===== src/rtl/can_tx_mailbox.sv =====
`default_nettype none
// ============================================================================
// Module      : can_tx_mailbox
// Description : CAN transmit mailboxes with lowest-ID arbitration, abort and
//               retransmission handling in front of a CAN tx engine.
//               Optional retry limit: define CAN_TX_RETRY_LIMIT_EN.
// Revision    : 1.0 - initial release
// ============================================================================
module can_tx_mailbox #(
    parameter int NUM_MB    = 4,
    parameter int ID_W      = 11,
    parameter int MAX_RETRY = 7
) (
    input  logic                      clk,
    input  logic                      RESET,
    input  logic                      wr_en,
    input  logic [$clog2(NUM_MB)-1:0] wr_idx,
    input  logic [ID_W-1:0]           wr_id,
    input  logic [3:0]                wr_dlc,
    input  logic [63:0]               wr_data,
    input  logic                      abort_en,
    input  logic [$clog2(NUM_MB)-1:0] abort_idx,
    output logic [NUM_MB-1:0]         pending,
    output logic                      wr_rej,
    output logic [NUM_MB-1:0]         done,
    output logic [NUM_MB-1:0]         aborted,
    output logic [NUM_MB-1:0]         failed,
    output logic                      tx_req,
    output logic [ID_W-1:0]           tx_id,
    output logic [3:0]                tx_dlc,
    output logic [63:0]               tx_data,
    input  logic                      tx_ack,
    input  logic                      tx_done,
    input  logic                      tx_arb_lost,
    input  logic                      tx_err
);
    localparam int             IDX_W    = $clog2(NUM_MB);
    localparam logic [IDX_W:0] C_NUM_MB = (IDX_W + 1)'(NUM_MB);

    typedef enum logic [1:0] {
        IDLE   = 2'd0,
        SELECT = 2'd1,
        REQ    = 2'd2,
        WAIT   = 2'd3
    } state_t;

    state_t              state_q, state_d;
    logic [NUM_MB-1:0]   pending_q, pending_d;
    logic [IDX_W-1:0]    infl_q, infl_d;
    logic                abort_def_q, abort_def_d;
    logic                wr_rej_q, wr_rej_d;
    logic [NUM_MB-1:0]   done_q, done_d;
    logic [NUM_MB-1:0]   aborted_q, aborted_d;

    logic [ID_W-1:0]     mb_id_q   [NUM_MB];
    logic [3:0]          mb_dlc_q  [NUM_MB];
    logic [63:0]         mb_data_q [NUM_MB];

`ifdef CAN_TX_RETRY_LIMIT_EN
    localparam int RTY_W = $clog2(MAX_RETRY + 1);
    logic [RTY_W-1:0]    retry_q [NUM_MB];
    logic [RTY_W-1:0]    retry_d [NUM_MB];
    logic [NUM_MB-1:0]   failed_q, failed_d;
`endif

    logic                wr_hit, ab_hit, in_flight;
    logic                wr_to_infl, ab_to_infl, wr_clash, wr_ok;
    logic [NUM_MB-1:0]   ab_mask, cand;
    logic                sel_found;
    logic [IDX_W-1:0]    sel_idx;
    logic [ID_W-1:0]     sel_id;

    assign wr_hit     = wr_en    && ({1'b0, wr_idx}    < C_NUM_MB);
    assign ab_hit     = abort_en && ({1'b0, abort_idx} < C_NUM_MB);
    assign in_flight  = (state_q == REQ) || (state_q == WAIT);
    assign wr_to_infl = in_flight && (wr_idx == infl_q);
    assign ab_to_infl = in_flight && (abort_idx == infl_q);
    // Abort beats a write to the same mailbox in the same cycle.
    assign wr_clash   = ab_hit && (abort_idx == wr_idx);
    assign wr_ok      = wr_hit && !wr_to_infl && !wr_clash;
    assign ab_mask    = ab_hit ? (NUM_MB'(1) << abort_idx) : '0;
    assign cand       = pending_q & ~ab_mask;

    // Lowest identifier wins; strict compare keeps ties on the lowest index.
    always_comb begin
        sel_found = 1'b0;
        sel_idx   = '0;
        sel_id    = '0;
        for (int i = 0; i < NUM_MB; i++) begin
            if (cand[i] && (!sel_found || (mb_id_q[i] < sel_id))) begin
                sel_found = 1'b1;
                sel_idx   = IDX_W'(i);
                sel_id    = mb_id_q[i];
            end
        end
    end

    always_comb begin
        state_d     = state_q;
        pending_d   = pending_q;
        infl_d      = infl_q;
        abort_def_d = abort_def_q;
        done_d      = '0;
        aborted_d   = '0;
        wr_rej_d    = wr_hit && (wr_to_infl || wr_clash);
`ifdef CAN_TX_RETRY_LIMIT_EN
        failed_d    = '0;
        retry_d     = retry_q;
`endif

        if (wr_ok) begin
            pending_d[wr_idx] = 1'b1;
`ifdef CAN_TX_RETRY_LIMIT_EN
            retry_d[wr_idx]   = '0;
`endif
        end

        if (ab_hit) begin
            if (ab_to_infl) begin
                abort_def_d = 1'b1;
            end else if (pending_q[abort_idx]) begin
                pending_d[abort_idx] = 1'b0;
                aborted_d[abort_idx] = 1'b1;
            end
        end

        case (state_q)
            IDLE: begin
                if (|pending_q) state_d = SELECT;
            end
            SELECT: begin
                if (sel_found) begin
                    infl_d  = sel_idx;
                    state_d = REQ;
                end else begin
                    state_d = IDLE;
                end
            end
            REQ: begin
                if (tx_ack) state_d = WAIT;
            end
            WAIT: begin
                if (tx_done) begin
                    pending_d[infl_q] = 1'b0;
                    done_d[infl_q]    = 1'b1;
                    state_d           = IDLE;
                end else if (tx_arb_lost || tx_err) begin
                    if (abort_def_d) begin
                        pending_d[infl_q] = 1'b0;
                        aborted_d[infl_q] = 1'b1;
                        state_d           = IDLE;
                    end else if (tx_arb_lost) begin
                        state_d = SELECT;
                    end else begin
`ifdef CAN_TX_RETRY_LIMIT_EN
                        if (retry_q[infl_q] == RTY_W'(MAX_RETRY - 1)) begin
                            pending_d[infl_q] = 1'b0;
                            failed_d[infl_q]  = 1'b1;
                            retry_d[infl_q]   = '0;
                            state_d           = IDLE;
                        end else begin
                            retry_d[infl_q] = retry_q[infl_q] + 1'b1;
                            state_d         = SELECT;
                        end
`else
                        state_d = SELECT;
`endif
                    end
                end
            end
            default: state_d = IDLE;
        endcase

        if ((state_d != REQ) && (state_d != WAIT)) abort_def_d = 1'b0;
    end

    always_ff @(posedge clk or negedge RESET) begin
        if (!RESET) begin
            state_q     <= IDLE;
            pending_q   <= '0;
            infl_q      <= '0;
            abort_def_q <= 1'b0;
            wr_rej_q    <= 1'b0;
            done_q      <= '0;
            aborted_q   <= '0;
`ifdef CAN_TX_RETRY_LIMIT_EN
            failed_q    <= '0;
            for (int i = 0; i < NUM_MB; i++) retry_q[i] <= '0;
`endif
        end else begin
            state_q     <= state_d;
            pending_q   <= pending_d;
            infl_q      <= infl_d;
            abort_def_q <= abort_def_d;
            wr_rej_q    <= wr_rej_d;
            done_q      <= done_d;
            aborted_q   <= aborted_d;
`ifdef CAN_TX_RETRY_LIMIT_EN
            failed_q    <= failed_d;
            retry_q     <= retry_d;
`endif
        end
    end

    // Frame storage carries no reset; contents are only observed once pending.
    always_ff @(posedge clk) begin
        if (wr_ok) begin
            mb_id_q[wr_idx]   <= wr_id;
            mb_dlc_q[wr_idx]  <= (wr_dlc > 4'd8) ? 4'd8 : wr_dlc;
            mb_data_q[wr_idx] <= wr_data;
        end
    end

    assign pending = pending_q;
    assign wr_rej  = wr_rej_q;
    assign done    = done_q;
    assign aborted = aborted_q;
`ifdef CAN_TX_RETRY_LIMIT_EN
    assign failed  = failed_q;
`else
    assign failed  = '0;
`endif
    assign tx_req  = (state_q == REQ);
    assign tx_id   = tx_req ? mb_id_q[infl_q]   : '0;
    assign tx_dlc  = tx_req ? mb_dlc_q[infl_q]  : '0;
    assign tx_data = tx_req ? mb_data_q[infl_q] : '0;

endmodule
`default_nettype wire


===== config.mk =====
export PLATFORM = sky130hd
export DESIGN_NAME = can_tx_mailbox
export DESIGN_NICKNAME = d
export VERILOG_FILES = /design/src/rtl/can_tx_mailbox.sv
export SDC_FILE = /design/constraint.sdc
export NUM_CORES = 1
export LEC_CHECK = 0
export ABC_CLOCK_PERIOD_IN_PS = 7500
export BUFFER_PORTS_ARGS = -buffer_cell sky130_fd_sc_hd__buf_4
export CORE_AREA = 4 4 213 215
export DETAILED_ROUTE_END_ITERATION = 12
export DIE_AREA = 0 0 217 219
export GPL_TIMING_DRIVEN = 0
export SLEW_MARGIN = 20
export SYNTH_ARGS = -nofsm -noshare
export SYNTH_HDL_FRONTEND = slang
export SYNTH_SLANG_ARGS = --single-unit

===== constraint.sdc =====
create_clock -name clk -period 7.5 [get_ports clk]
set_input_delay 1.5 -clock clk [delete_from_list [all_inputs] [get_ports clk]]
set_output_delay 1.5 -clock clk [all_outputs]
set_load 0.01 [all_outputs]

Word level (Yosys, flattened, before mapping)
Memories as Yosys holds them, arrays and structs flattened.
Cells that the tools add are included.
{"block": "op_classes", "order_cmp": 10, "n_eq_ne": 8, "shifts": 1, "muxes": 52, "bitwise": 8, "reduce_logical": 27}
{"cell": "two-way mux 4 bit", "count": 20}
{"cell": "two-way mux 64 bit", "count": 1}
{"cell": "two-way mux 11 bit", "count": 4}
{"cell": "< comparator 11 bit", "count": 3}
{"cell": "two-way mux 1 bit", "count": 15}
{"cell": "two-way mux 2 bit", "count": 7}
{"cell": "logical AND 1 bit", "count": 13}
{"cell": "AND 4 bit", "count": 3}
{"cell": "NOT 4 bit", "count": 3}
{"cell": "< comparator 2 x 3 -> 1 bit, second input constant", "count": 3}
{"cell": "OR 4 bit", "count": 2}
{"cell": "one-hot mux 2 bit (4 select lines)", "count": 1}
{"cell": "demux 1 bit (select 2 bit)", "count": 3}
{"cell": "== test 2 bit", "count": 3}
{"cell": ">= comparator 2 x 1 -> 1 bit, second input constant", "count": 3}
{"cell": "logical OR 1 bit", "count": 6}
{"cell": "logical NOT 1 bit", "count": 5}
{"cell": "== test 2 bit, second input constant", "count": 2}
{"cell": "greater-than comparator 4 bit, second input constant", "count": 1}
{"cell": "inequality test 2 bit, second input constant", "count": 2}
{"cell": "OR reduction 4 bit", "count": 1}
{"cell": "<< shifter 1 x 2 -> 4 bit, first input constant", "count": 1}
{"cell": "binary-select mux 1 bit (select 2 bit)", "count": 1}
{"cell": "== test 2 x 1 -> 1 bit, second input constant", "count": 1}
{"cell": "other kinds (2)", "count": 2}
{"block": "totals", "reg_bits": 18, "mem_bits_rw": 316, "input_bits": 91, "wordCells": 116, "mem_count": 3}
{"name": "mb_data_q", "words": 4, "width": 64, "read_ports": 1, "rd_ports_with_merged_regs": 0, "write_ports": 1, "line": "57", "text": "logic [63:0] mb_data_q [NUM_MB];"}
{"name": "mb_id_q", "words": 4, "width": 11, "read_ports": 5, "rd_ports_with_merged_regs": 0, "write_ports": 1, "line": "55", "text": "logic [ID_W-1:0] mb_id_q [NUM_MB];"}
{"name": "mb_dlc_q", "words": 4, "width": 4, "read_ports": 1, "rd_ports_with_merged_regs": 0, "write_ports": 1, "line": "56", "text": "logic [3:0] mb_dlc_q [NUM_MB];"}

Logic depth before layout (Yosys ltp)
Gate-level depths: netlist of run 1.
{"block": "depth", "ltp_word": 22, "ltp_mapped": 32, "depth_no_buf": 28}

Worst setup path before layout of run 1
No wires, ideal clock.
{"block": "synth_timing", "kind": "input to register", "start": "input port wr_idx[1]", "end": "memory mb_data_q[2][0], enable pin", "arrival_time_ns": 7.949, "setup_slack_ns": -1.079, "stages": 7, "n_path_buf": 1, "cell_sequence": "clkbuf_1 xnor2_1 nand3_1 nand2_1 inv_1 nand2_1 nor3b_1"}
{"block": "synth_via", "elab_chain_len": 7, "word_cells_on_any_way": 10, "classes_between": "2 x eq/ne; 2 x mux; 6 x reduce/logical"}
{"item": "start: declaration", "line": "17", "text": "input logic [$clog2(NUM_MB)-1:0] wr_idx,"}
{"item": "== test 2 bit", "line": "76", "text": "assign wr_to_infl = in_flight && (wr_idx == infl_q);"}
{"item": "logical AND 1 bit", "line": "76"}
{"item": "logical NOT 1 bit", "line": "80", "text": "assign wr_ok = wr_hit && !wr_to_infl && !wr_clash;"}
{"item": "logical AND 1 bit (2 in a row)", "line": "80"}
{"item": "two-way mux 1 bit", "line": "207", "text": "if (wr_ok) begin"}
{"item": "two-way mux 1 bit (not written as such)", "line": "210", "text": "mb_data_q[wr_idx] <= wr_data;"}
{"item": "end: declaration", "line": "57"}
Several ways; a longest one is shown, not always the timed one.

Worst setup path after layout of run 1
{"block": "layout_timing", "start": "input port abort_idx[1]", "end": "register infl_q[0]"}
{"block": "layout_via", "elab_chain_len": 18, "word_cells_on_any_way": 27, "classes_between": "3 x order compare; 1 x shift; 11 x mux; 2 x bitwise; 10 x reduce/logical"}
{"item": "start: declaration", "line": "22", "text": "input logic [$clog2(NUM_MB)-1:0] abort_idx,"}
{"item": "<< shifter 1 x 2 -> 4 bit (*)", "line": "81", "text": "assign ab_mask = ab_hit ? (NUM_MB'(1) << abort_idx) : '0;"}
{"item": "two-way mux 4 bit (*)", "line": "81"}
{"item": "NOT 4 bit (*)", "line": "82", "text": "assign cand = pending_q & ~ab_mask;"}
{"item": "AND 4 bit (*)", "line": "82"}
{"item": "two-way mux 11 bit or two-way mux 1 bit (tied branches)", "line": "90", "text": "if (cand[i] && (!sel_found || (mb_id_q[i] < sel_id))) begin"}
{"item": "< comparator 11 bit or logical NOT 1 bit (tied branches)", "line": "90"}
{"item": "logical OR 1 bit", "line": "90"}
{"item": "logical AND 1 bit", "line": "90"}
{"item": "[... 2 more ...]"}
{"item": "logical OR 1 bit", "line": "90"}
{"item": "logical AND 1 bit", "line": "90"}
{"item": "two-way mux 11 bit or two-way mux 1 bit (tied branches)", "line": "90"}
{"item": "< comparator 11 bit or logical NOT 1 bit (tied branches)", "line": "90"}
{"item": "logical OR 1 bit", "line": "90"}
{"item": "logical AND 1 bit", "line": "90"}
{"item": "two-way mux 1 bit", "line": "90"}
{"item": "AND reduction 2 bit (no source line)"}
{"item": "end signal: assignment", "line": "193", "text": "infl_q <= infl_d;"}
{"item": "end: declaration", "line": "49", "text": "logic [IDX_W-1:0] infl_q, infl_d;"}
Mark *: on every way between the ends. The rest lies on a longest branch, timed or not.
A chain may end at the register's enable or synchronous reset.

==> metrics.md, run 1 <==
| Metric | Value |
|---|---|
| Status | `complete, no violations` |
| Placer's final routability congestion estimate | `0.768` |
| Worst reg2reg path depth | `30` |
| Power per unit of standard cell area | `335 nW/um2` |
| Final setup vio count | `0` |
| Worst min-delay path class | `reg2reg` |
| Maximum level of the CTS H-tree | `2` |
| Total number of vias | `around 8k` |
| Yosys reg bits | `334` |
| Worst slack at placement | `-0.908 ns` |
| Floorplan Core Area | `between 40,000 and 50,000 um2` |
| YS warnings | `0` |
| Number of max-capacitance violations reported | `0` |
| Area growth from synthesis to final layout | `26.2%` |
| All-Layer GR Usage | `14.2%` |
| Count of unresolved DRC violations after routing | `0` |
| Number of flops mapped to enable cells by yosys | `316` |
| Placement Rows | `77` |
| Starting DRT DRC Count | `301` |
| Most frequently used flop master after synthesis | `sky130_fd_sc_hd__edfxtp_1` |
| Residual antenna-violating net count after detailed routing | `0` |
| Cell count of the worst hold path | `2` |
| Clock-pin slew reported for the worst setup and hold paths after clock tree synthesis | `0.06 ns` |
| Critical path data required time | `about 7.9 ns` |
| Antenna violations before repair | `2` |
| Met2 Wirelength | `around 17,000 um` |
| Number of buffers inserted by port buffering | `180` |
| Share of the yosys chip area belonging to registers | `between 60% and 70%` |
| Startpoint of the most critical register-to-register path | `pending[0]` |
| Time the final worst path needs with I/O delays and setup | `6.94 ns` |
| Layout net count | `1,160` |
| Standard cell area after detailed placement | `16,700 um2` |
| Sort of element at the end of the critical path | `flip-flop` |
| Synthesized cell area | `~14,000 um2` |
| Wire length reported by the detailed router | `33,700 um` |
| Clk_skew | `0.0169 ns` |
| Uppermost routed layer | `met5` |
| Height of the die | `219 um` |
| Vias in the first global route | `8,371` |
| Period utilisation layout | `92.6%` |
| Number of instances in the synthesized netlist | `a little under 800` |
| Bufs on Longest Clock Path | `3` |
| Final Hold Vio Count | `0` |
| Least-Margin Pin Slew | `roughly 0.97 ns` |
| Final hold slack | `~0.55 ns` |
| FMAX | `0.144 GHz` |
| PnR worst setup slack | `0.557 ns` |
| Number of top-level pins | `around 190` |
| Maximum fanout encountered on the critical timing path | `10` |
| Crit-path most repeated cell | `sky130_fd_sc_hd__a21oi_1` |
| Fraction of final layout cells with drive strength greater than 1 | `between 30 and 40%` |
| HPWL after detailed placement | `23,700 um` |
| DRT met1 WL | `14,300 um` |
| Relative max-transition margin | `35.4%` |
| Startpoint type of the worst setup path | `primary input` |
| Startpoint-to-endpoint class of the critical path | `in2reg` |
| Global-route wire length before repair | `51,000 um` |
| Synth cell types | `65` |
| Design Area, Final | `17,900 um2` |
| Worst setup path endpoint | `infl_q[0]` |
| Clock tree from TritonCTS | `yes` |
| Overall die area | `47,500 um2` |
| CTS buffer count | `37` |
| Clock sinks | `334` |
| Width of the die | `217 um` |
| Routed length on met3 | `roughly 1900 um` |
| Async S/R FF share, synth | `5.39%` |
| CP max stage delay | `0.34 ns` |
| IR Drop Worst-Case VDD | `0.214 mV` |
| Master of the slowest instance on the critical path | `sky130_fd_sc_hd__or3_1` |
| Root cell of the clock tree | `sky130_fd_sc_hd__clkbuf_16` |
| Slew Viols, Final | `0` |
| CP arrival | `about 7.4 ns` |
| Initial core utilization | `32.5%` |
| Critical path launch point | `abort_idx[1]` |
| LEAKAGE | `about 6.5 nW` |
| Drt wl/cell | `20.3 um` |
| Later-pin clock latency in the skew report | `0.54 ns` |
| Mapped Avg Cell Area | `about 18 um2` |
| Number of vias per cell after detailed routing | `around 4.7` |
| Global route overflow | `0` |
| RSZ-0062 raised after global routing | `no` |
| Pin count of the biggest net entering global routing | `42` |
| Detailed-routing iteration count for the pre-antenna-repair pass | `4` |
| Worst setup slack for register-to-register paths | `0.87 ns` |
| Worst r2r dst | `infl_q[0]` |
==> placed cells by master (no fill, tap or decap), types with 4 or more instances in the layout <==
cell type / instances
sky130_fd_sc_hd__nor2_1: 14
sky130_fd_sc_hd__ha_1: 30
sky130_fd_sc_hd__clkbuf_1: 30
sky130_fd_sc_hd__o21ai_0: 12
sky130_fd_sc_hd__conb_1: 4
sky130_fd_sc_hd__nand2_1: 24
sky130_fd_sc_hd__mux2i_1: 20
sky130_fd_sc_hd__or2_2: 4
sky130_fd_sc_hd__buf_2: 6
sky130_fd_sc_hd__a21oi_1: 15
sky130_fd_sc_hd__xnor2_1: 6
sky130_fd_sc_hd__buf_6: 14
sky130_fd_sc_hd__nor2b_1: 8
sky130_fd_sc_hd__clkinv_1: 6
sky130_fd_sc_hd__clkbuf_16: 40
sky130_fd_sc_hd__inv_1: 31
sky130_fd_sc_hd__buf_1: 5
sky130_fd_sc_hd__dfrtp_1: 18
sky130_fd_sc_hd__nor3_1: 4
sky130_fd_sc_hd__and2_1: 80
sky130_fd_sc_hd__nand3_1: 12
sky130_fd_sc_hd__nor3b_1: 5
sky130_fd_sc_hd__buf_4: 203
sky130_fd_sc_hd__mux4_2: 79
sky130_fd_sc_hd__edfxtp_1: 316
==> layout make-up <==
type | instances | area, um2
clock inverters | 18 | 158
repair buffers | 213 | 1700
fillers | 4032 | 25800
diodes | 1 | 2.50
plain buffers | 44 | 238
inverters | 31 | 116
flip-flops and latches | 334 | 9940
multi-input cells | 378 | 3970
clock buffers | 49 | 1050
well taps | 592 | 741
==> power breakdown <==
| group | total [W] | internal (W) | switching, W | leakage, nW |
|---|---|---|---|---|
| sequential | 0.00223 | 0.00218 | 0.0000506 | 3.12 |
| combinational | 0.00198 | 0.000956 | 0.00102 | 2.82 |
| clock | 0.00179 | 0.00107 | 0.000727 | 0.591 |
==> flip-flops by register name, indices dropped and copies added, names as in the netlist <==
| register | flops |
|---|---|
| pending | 4 |
| state_q | 2 |
| mb_id_q | 44 |
| mb_dlc_q | 16 |
| abort_def_q | 1 |
| aborted | 4 |
| infl_q | 2 |
| done | 4 |
| wr_rej | 1 |
| mb_data_q | 256 |
==> metrics by stage <==
| stage | utilization (%) | TNS (ns) | total power, W | instances |
|---|---|---|---|---|
| after floorplan | - | -102.04 | 0.00349 | 787 |
| after global placement | 37.3 | -1094.35 | 0.00427 | 1559 |
| after detailed placement | 38.1 | -1.80 | 0.00427 | 1590 |
| after CTS | 40.9 | 0 | 0.00610 | 1657 |
| after global routing | 41.0 | 0 | 0.00634 | 1659 |
| final | 41.0 | 0 | 0.00600 | 1660 |
==> metal layers <==
| layer | global-route usage, % | up-vias |
|---|---|---|
| li1 | - | 3600 |
| met1 | 18.1 | 3975 |
| met2 | 23.5 | 177 |
| met3 | 3.48 | 51 |
| met4 | 5.24 | 2 |
| met5 | 0 | - |
==> repair_timing <==
action                     in CTS  in global routing
pin swaps                       0                  1
setup endpoints to repair       2                  2
setup buffers                   0                  1
hold buffers                    0                  0
gates cloned                    0                  0
resized for setup               2                 10
==> worst max-delay path: cells and delay by family <==
kind | cells | cell delay (ns)
and+or+nand+nor | 6 | 1.17
AOI/OAI and AO/OA | 14 | 2.45
buffers and inverters | 6 | 0.89
adders and majority gates | 3 | 0.91
muxes | 2 | 0.45
==> synthesized netlist by cell type (3+ instances only) <==
library cell	number	area (um2)
sky130_fd_sc_hd__xnor2_1	6	52.6
sky130_fd_sc_hd__nand2_1	24	90.1
sky130_fd_sc_hd__o21ai_0	12	60.1
sky130_fd_sc_hd__nand2b_1	3	18.8
sky130_fd_sc_hd__mux2i_1	20	200
sky130_fd_sc_hd__a21oi_1	16	80.1
sky130_fd_sc_hd__dfrtp_1	18	450
sky130_fd_sc_hd__a21o_1	3	22.5
sky130_fd_sc_hd__clkbuf_1	24	90.1
sky130_fd_sc_hd__ha_1	30	375
sky130_fd_sc_hd__or2_2	4	25.0
sky130_fd_sc_hd__and2_1	80	500
sky130_fd_sc_hd__mux4_2	79	1780
sky130_fd_sc_hd__nor3_1	7	35.0
sky130_fd_sc_hd__nor3b_1	6	45.0
sky130_fd_sc_hd__nor2b_1	8	50.1
sky130_fd_sc_hd__nand3_1	12	60.1
sky130_fd_sc_hd__a211oi_1	3	22.5
sky130_fd_sc_hd__buf_1	5	18.8
sky130_fd_sc_hd__buf_4	5	37.5
sky130_fd_sc_hd__nor2_1	15	56.3
sky130_fd_sc_hd__buf_2	7	35.0
sky130_fd_sc_hd__or3_1	3	18.8
sky130_fd_sc_hd__inv_1	31	116
sky130_fd_sc_hd__edfxtp_1	316	9490
==> worst min-delay path by stage <==
stage | from | end | slack (ns)
after global routing | abort_def_q | abort_def_q | 0.60
after CTS | abort_def_q | abort_def_q | 0.56
after detailed placement | abort_def_q | abort_def_q | 0.54
after floorplan | abort_def_q | abort_def_q | 0.49
after global placement | abort_def_q | abort_def_q | 0.53
final | abort_def_q | abort_def_q | 0.55
==> kinds of logic after synthesis <==
group	Yosys count	synth area share (%)
other	1	0.0264
muxes	101	14.2
xor gates and xnor gates	6	0.370
adders and majority gates	30	2.64
buffers and inverters	75	2.40
AOI/OAI and AO/OA	64	3.39
and+or+nand+nor	173	6.99
DFF	334	70.0
(Power assumes the default switching activity.)
==> run 2, diff against run 1 <==
Settings changed: GPL_TIMING_DRIVEN 0 to unset.
==> run 2 against run 1 <==
Against the previous run:
- clock power fell by 3%
- hold slack got worse by 0.0019 ns
- count of clock-buffer cells in the layout fell by 3
- core utilization fell by 1.1 points
- routed wire length fell by 2.8%
- sequential power rose by 4%
- non-clock buffer count fell by 58
- first-iteration DRC count rose by 29%
- fmax barely moved
- flip-flop and latch count did not move
- register-to-register slack improved by 0.25 ns
- critical path type unchanged
- largest cell class unchanged
==> metrics.md, run 2 (synthesized netlist as in run 1, its figures left out) <==
| Metric | Value |
|---|---|
| Status | `complete, no violations` |
| Crit-path most repeated cell | `sky130_fd_sc_hd__a21oi_1` |
| Proportion of power drawn by the clock network | `29.7%` |
| Cell Count, Final, Fillers Out | `1,597` |
| Later-pin clock latency in the skew report | `around 0.53 ns` |
| Number of flip-flops in the largest register | `256` |
| RSZ-0062 raised after global routing | `no` |
| Worst r2r dst | `infl_q[1]` |
| Relative max-transition margin | `33.2%` |
| Maximum fanout encountered on the critical timing path | `12` |
| Layout filler cell count | `4,029` |
| IR Drop Worst-Case VDD | `0.199 mV` |
| Count of unresolved DRC violations after routing | `0` |
| Worst setup slack for register-to-register paths | `roughly 1.1 ns` |
| Least-Margin Pin Slew | `around 1.0 ns` |
| Registers with the most flip-flops | `mb_data_q: 256 flops, mb_id_q: 44 flops, mb_dlc_q: 16 flops` |
| Placement Rows | `77` |
| Pin count of the biggest net entering global routing | `89` |
| CP max stage delay | `0.35 ns` |
| Number of vias per cell after detailed routing | `4.78` |
| Most used cells in the layout excluding fill and tap cells | `316 x sky130_fd_sc_hd__edfxtp_1, 196 x sky130_fd_sc_hd__buf_4, 80 x sky130_fd_sc_hd__and2_1` |
| Detailed-routing iteration count for the pre-antenna-repair pass | `4` |
| Flip-flop and latch area | `9950 um2` |
| Antenna Diode Count | `0` |
| Setup TNS | `0 ns` |
| Core utilization of the finished layout | `about two fifths` |
| Endpoint with the worst hold slack | `abort_def_q` |
| Overall die area | `roughly 48,000 um2` |
| Switch Pwr | `~0.0017 W` |
| Clock-pin slew reported for the worst setup and hold paths after clock tree synthesis | `0.06 ns` |
| Number of max-capacitance violations reported | `0` |
| Global route overflow | `0` |
| CTS resizes | `0` |
| Height of the die | `219 um` |
| Placer's final routability congestion estimate | `0.803` |
| CP arrival | `7.36 ns` |
| Root cell of the clock tree | `sky130_fd_sc_hd__clkbuf_16` |
| FMAX | `around 0.14 GHz` |
| Total number of vias | `7,636` |
| Bufs on Longest Clock Path | `3` |
| Antenna violations before repair | `1` |
| Final setup vio count | `0` |
| Layout net count | `1,102` |
| LEAKAGE | `between 6 and 7 nW` |
| Final hold slack | `between 0.5 and 0.6 ns` |
| Worst min-delay path class | `reg2reg` |
| Final Hold Vio Count | `0` |
| Startpoint of the most critical register-to-register path | `pending[0]` |
| Residual antenna-violating net count after detailed routing | `0` |
| Post-CTS setup repair buffer count | `0` |
| Width of the die | `217 um` |
| Startpoint type of the worst setup path | `primary input` |
| Area growth from synthesis to final layout | `22.9%` |
| Time the final worst path needs with I/O delays and setup | `6.94 ns` |
| Number of top-level pins | `188` |
| Register with the most flip-flops | `mb_data_q` |
| Power per unit of standard cell area | `337 nW/um2` |
| CTS buffer count | `37` |
| Cell count of the worst hold path | `2` |
| Part of the power in registers | `between 30% and 40%` |
| Wire length reported by the detailed router | `approximately 33,000 um` |
| Global-route wire length before repair | `roughly 50,000 um` |
| Fraction of final layout cells with drive strength greater than 1 | `a little over a third` |
| Vias in the first global route | `8,104` |
| Internal portion of total power | `0.00414 W` |
| Combinational cell fraction of total power | `31.1%` |
| Switching part of the total | `29.5%` |
| HPWL after detailed placement | `~20,000 um` |
| Number of buffers inserted by port buffering | `~180` |
| Critical path data required time | `7.92 ns` |
| All-Layer GR Usage | `between 10% and 20%` |
| Sort of element at the end of the critical path | `flip-flop` |
| Area of the multi-input gates | `3970 um2` |
| Slew Viols, Final | `0` |
| Worst reg2reg path depth | `29` |
| Drt wl/cell | `20.5 um` |
| Startpoint-to-endpoint class of the critical path | `in2reg` |
| Power consumption | `0.00587 W` |
| Period utilisation layout | `92.6%` |
| Initial core utilization | `roughly a third` |
| Number of placed instances, taps included | `around 1.5k` |
| Floorplan Core Area | `43,700 um2` |
| Clk_skew | `0.00870 ns` |
| Clock sinks | `334` |
| Master of the slowest instance on the critical path | `sky130_fd_sc_hd__or3_1` |
| Maximum level of the CTS H-tree | `2` |
| Starting DRT DRC Count | `roughly 390` |
| Cts hold-fix bufs | `0` |
| Most frequent standard cell in the layout excluding fill and tap cells | `sky130_fd_sc_hd__edfxtp_1` |
| Clock tree from TritonCTS | `yes` |
| Min-Delay Startpoint | `abort_def_q` |
run 2: changes by cell type in the layout (fill, tap and decap cells not counted), sizes merged:
cell / before / now
bufinv: 2 / 4
buf: 234 / 199
clkinv: 12 / 9
clkbuf: 72 / 46
diode: 1 / 0
run 2: power groups by stage:
| stage | logic, W | clock network (W) | registers, W |
|---|---|---|---|
| detailed placement | 0.00186 | 0 | 0.00235 |
| floorplan | 0.00122 | 0 | 0.00227 |
| finish | 0.00182 | 0.00174 | 0.00231 |
| global route | 0.00199 | 0.00189 | 0.00233 |
| CTS | 0.00187 | 0.00180 | 0.00231 |
| global placement | 0.00185 | 0 | 0.00235 |
run 2: stage by stage:
step	setup slack (ns)	cell area [um2]
final	0.557	17500
after global routing	0.182	17500
after CTS	0.636	17500
after detailed placement	0.0949	16300
after global placement	0.344	16300
after floorplan	-0.646	14200
run 2: area by class of cell:
class	count	area share [%]
Sequential cell	334	57.0
Multi-Input combinational cell	378	22.7
Timing Repair Buffer	199	8.77
Clock buffer	46	5.50
Tap cell	592	4.24
Clock inverter	17	1.10
Inverter	31	0.667
run 2: worst max-delay path by stage:
| stage | slack, ns | endpoint | depth (start not counted) | start |
|---|---|---|---|---|
| final | 0.56 | infl_q[1] | 31 | abort_idx[0] |
| after global routing | 0.18 | infl_q[0] | 31 | abort_idx[0] |
| after CTS | 0.64 | infl_q[1] | 31 | abort_idx[0] |
| after detailed placement | 0.09 | infl_q[0] | 31 | abort_idx[0] |
| after global placement | 0.34 | infl_q[1] | 32 | abort_idx[0] |
| after floorplan | -0.65 | mb_data_q[0][0] | 7 | wr_idx[1] |
run 2: worst max-delay path, delay by kind of cell:
kind	cells	cell delay [ns]
simple gates	10	1.81
mux	2	0.32
buf+inv	5	0.89
fa+ha+maj	3	0.93
compound gates	11	1.89
run 2: routing by layer:
metal  part of all wire [%]  wire [um]  vias to the layer above  global-route usage [%]
met5                  0.040         13                        -                       0
met4                    2.3        740                        2                    3.77
met3                    5.8       1910                       47                    3.85
met2                     49      16200                      192                    23.0
met1                     43      14000                     3919                    17.5
li1                       -          -                     3476                       -
==> run 3, diff against run 2 <==
Settings changed: PLACE_DENSITY set to 0.61, SLEW_MARGIN 20 to 10.
==> run 3 against run 2 <==
Against the previous run:
- register-to-register slack gained 0.30 ns
- via count grew 1.2%
- final cell count grew 0.31%
- clock skew rose by 0.013 ns
- combinational power is 3% lower
- critical path depth decreased by 1
- core utilization down 0.054 points
- power is 0.61% lower
- routed wire length is 0.21% higher
- flip-flop and latch count stayed put
- count of clock-buffer cells in the layout rose by 1
- critical endpoint is now infl_q[0]
==> metrics.md, run 3 (synthesized netlist as in run 1, its figures left out) <==
| Metric | Value |
|---|---|
| Critical path launch point | `abort_idx[0]` |
| Cell count of the worst hold path | `2` |
| Detailed-routing iteration count for the pre-antenna-repair pass | `4` |
| Antenna violations before repair | `3` |
| Number of flip-flops in the largest register | `256` |
| Height of the die | `219 um` |
| Global route overflow | `0` |
| Floorplan Core Area | `43,700 um2` |
| HPWL after detailed placement | `20,300 um` |
| Pin count of the biggest net entering global routing | `just over 60` |
| Proportion of power drawn by the clock network | `29.3%` |
| Number of max-capacitance violations reported | `0` |
| Global-route wire length before repair | `50,400 um` |
| RSZ-0062 raised after global routing | `no` |
| Final Hold Vio Count | `0` |
| Clock sinks | `334` |
| Power consumption | `between 0.005 and 0.006 W` |
| Number of vias per cell after detailed routing | `4.82` |
| Internal portion of total power | `approximately 0.0041 W` |
| Startpoint-to-endpoint class of the critical path | `in2reg` |
| CTS buffer count | `38` |
| Post-CTS setup repair buffer count | `0` |
| Startpoint type of the worst setup path | `primary input` |
| Worst setup slack for register-to-register paths | `1.42 ns` |
| Placement Rows | `77` |
| Maximum level of the CTS H-tree | `2` |
| Drt wl/cell | `20.5 um` |
| Combinational cell fraction of total power | `30.3%` |
| Time the final worst path needs with I/O delays and setup | `between 6 and 7 ns` |
| Starting DRT DRC Count | `~390` |
| Least-Margin Pin Slew | `between 0.9 and 1 ns` |
| Later-pin clock latency in the skew report | `0.55 ns` |
| Vias in the first global route | `8,265` |
| Number of buffers inserted by port buffering | `183` |
| Register with the most flip-flops | `mb_data_q` |
| LEAKAGE | `6.29 nW` |
| Sort of element at the end of the critical path | `flip-flop` |
| Registers with the most flip-flops | `mb_data_q: 256 flops, mb_id_q: 44 flops, mb_dlc_q: 16 flops` |
| Master of the slowest instance on the critical path | `sky130_fd_sc_hd__or3_1` |
| All-Layer GR Usage | `13.8%` |
| Total number of vias | `7,729` |
| Power per unit of standard cell area | `335 nW/um2` |
| CP arrival | `7.06 ns` |
| Worst reg2reg path depth | `28` |
| FMAX | `0.150 GHz` |
| Final setup vio count | `0` |
| Number of placed instances, taps included | `between 1.5k and 2k` |
| Clock tree from TritonCTS | `yes` |
| Startpoint of the most critical register-to-register path | `pending[0]` |
| Area growth from synthesis to final layout | `22.7%` |
| Relative max-transition margin | `36.8%` |
| Switch Pwr | `0.00177 W` |
| Residual antenna-violating net count after detailed routing | `0` |
| Initial core utilization | `32.5%` |
| Cell Count, Final, Fillers Out | `about 1.6k` |
| Critical path data required time | `7.90 ns` |
| Min-Delay Startpoint | `abort_def_q` |
| Part of the power in registers | `40.4%` |
| Number of top-level pins | `~190` |
| Bufs on Longest Clock Path | `3` |
| Maximum fanout encountered on the critical timing path | `12` |
| Wire length reported by the detailed router | `32,900 um` |
| Cts hold-fix bufs | `0` |
| Endpoint with the worst hold slack | `abort_def_q` |
| Worst r2r dst | `infl_q[0]` |
| Status | `complete, no violations` |
| Most frequent standard cell in the layout excluding fill and tap cells | `sky130_fd_sc_hd__edfxtp_1` |
| Antenna Diode Count | `0` |
| Most used cells in the layout excluding fill and tap cells | `316 x sky130_fd_sc_hd__edfxtp_1, 199 x sky130_fd_sc_hd__buf_4, 80 x sky130_fd_sc_hd__and2_1` |
| Layout net count | `1,104` |
| IR Drop Worst-Case VDD | `0.220 mV` |
| Worst min-delay path class | `reg2reg` |
| PnR worst setup slack | `0.838 ns` |
| Count of unresolved DRC violations after routing | `0` |
| Worst slack at placement | `0.280 ns` |
| Clk_skew | `between 0.02 and 0.025 ns` |
| Core utilization of the finished layout | `39.8%` |
| Layout filler cell count | `4,053` |
| CP max stage delay | `0.35 ns` |
| Overall die area | `~48,000 um2` |
| Slew Viols, Final | `0` |
| Period utilisation layout | `88.8%` |
| Fraction of final layout cells with drive strength greater than 1 | `about a third` |
| CTS resizes | `0` |
| Final hold slack | `between 0.5 and 0.6 ns` |
| Width of the die | `217 um` |
| Root cell of the clock tree | `sky130_fd_sc_hd__clkbuf_16` |
| Clock-pin slew reported for the worst setup and hold paths after clock tree synthesis | `0.06 ns` |
| Switching part of the total | `30.4%` |
| Placer's final routability congestion estimate | `slightly above 0.9` |
==> run 3: changes by cell type in the layout (fill, tap and decap cells not counted), moves of 2 or more <==
cell                        previous run  this run
sky130_fd_sc_hd__buf_12                3         1
sky130_fd_sc_hd__clkinv_2              4         7
sky130_fd_sc_hd__bufinv_16             4         1
sky130_fd_sc_hd__buf_4               196       199
==> run 3: how the worst max path moves through the flow <==
stage | endpoint | slack, ns | cells past startpoint
6_report | infl_q[0] | 0.84 | 30
5_1_grt | infl_q[1] | 0.33 | 30
4_1_cts | infl_q[0] | 0.86 | 30
3_5_place_dp | infl_q[0] | 0.28 | 30
3_3_place_gp | infl_q[1] | 0.41 | 31
2_1_floorplan | mb_data_q[0][0] | -0.65 | 7
==> run 3: power by group through the flow <==
| stage | registers (W) | clock network, W | logic, W |
|---|---|---|---|
| after floorplan | 0.00227 | 0 | 0.00122 |
| after global placement | 0.00240 | 0 | 0.00180 |
| after detailed placement | 0.00240 | 0 | 0.00181 |
| after CTS | 0.00236 | 0.00177 | 0.00182 |
| after global routing | 0.00238 | 0.00186 | 0.00195 |
| final | 0.00236 | 0.00171 | 0.00177 |
==> run 3: layer usage <==
layer	vias up	track usage [%]	part of all wire, %	routed length, um
li1	3480	-	-	-
met4	6	4.13	2.0	652
met1	4012	17.7	43	14200
met2	173	23.0	48	15900
met5	-	0	0.10	34
met3	58	4.08	6.4	2110
==> run 3: worst max-delay path, delay by kind of cell <==
family          cells  cell delay (ns)
compound gates      9             1.60
fa+ha+maj           3             0.92
buf+inv             5             0.81
mux                 2             0.30
simple gates       11             1.93
==> run 3: layout make-up <==
class                   count  area (um2)  area share [%]
inverters                  31         116           0.668
clock buffers              47         985            5.65
repair buffers            200        1510            8.69
multi-input cells         378        3970            22.7
clock inverters            20         161           0.926
well taps                 592         741            4.25
flip-flops and latches    334        9950            57.1
==> run 3: per-stage QoR <==
step | TNS, ns | area [um2]
floorplan | -102.04 | 14200
global placement | 0 | 16300
detailed placement | 0 | 16300
CTS | 0 | 17400
global route | 0 | 17400
finish | 0 | 17400
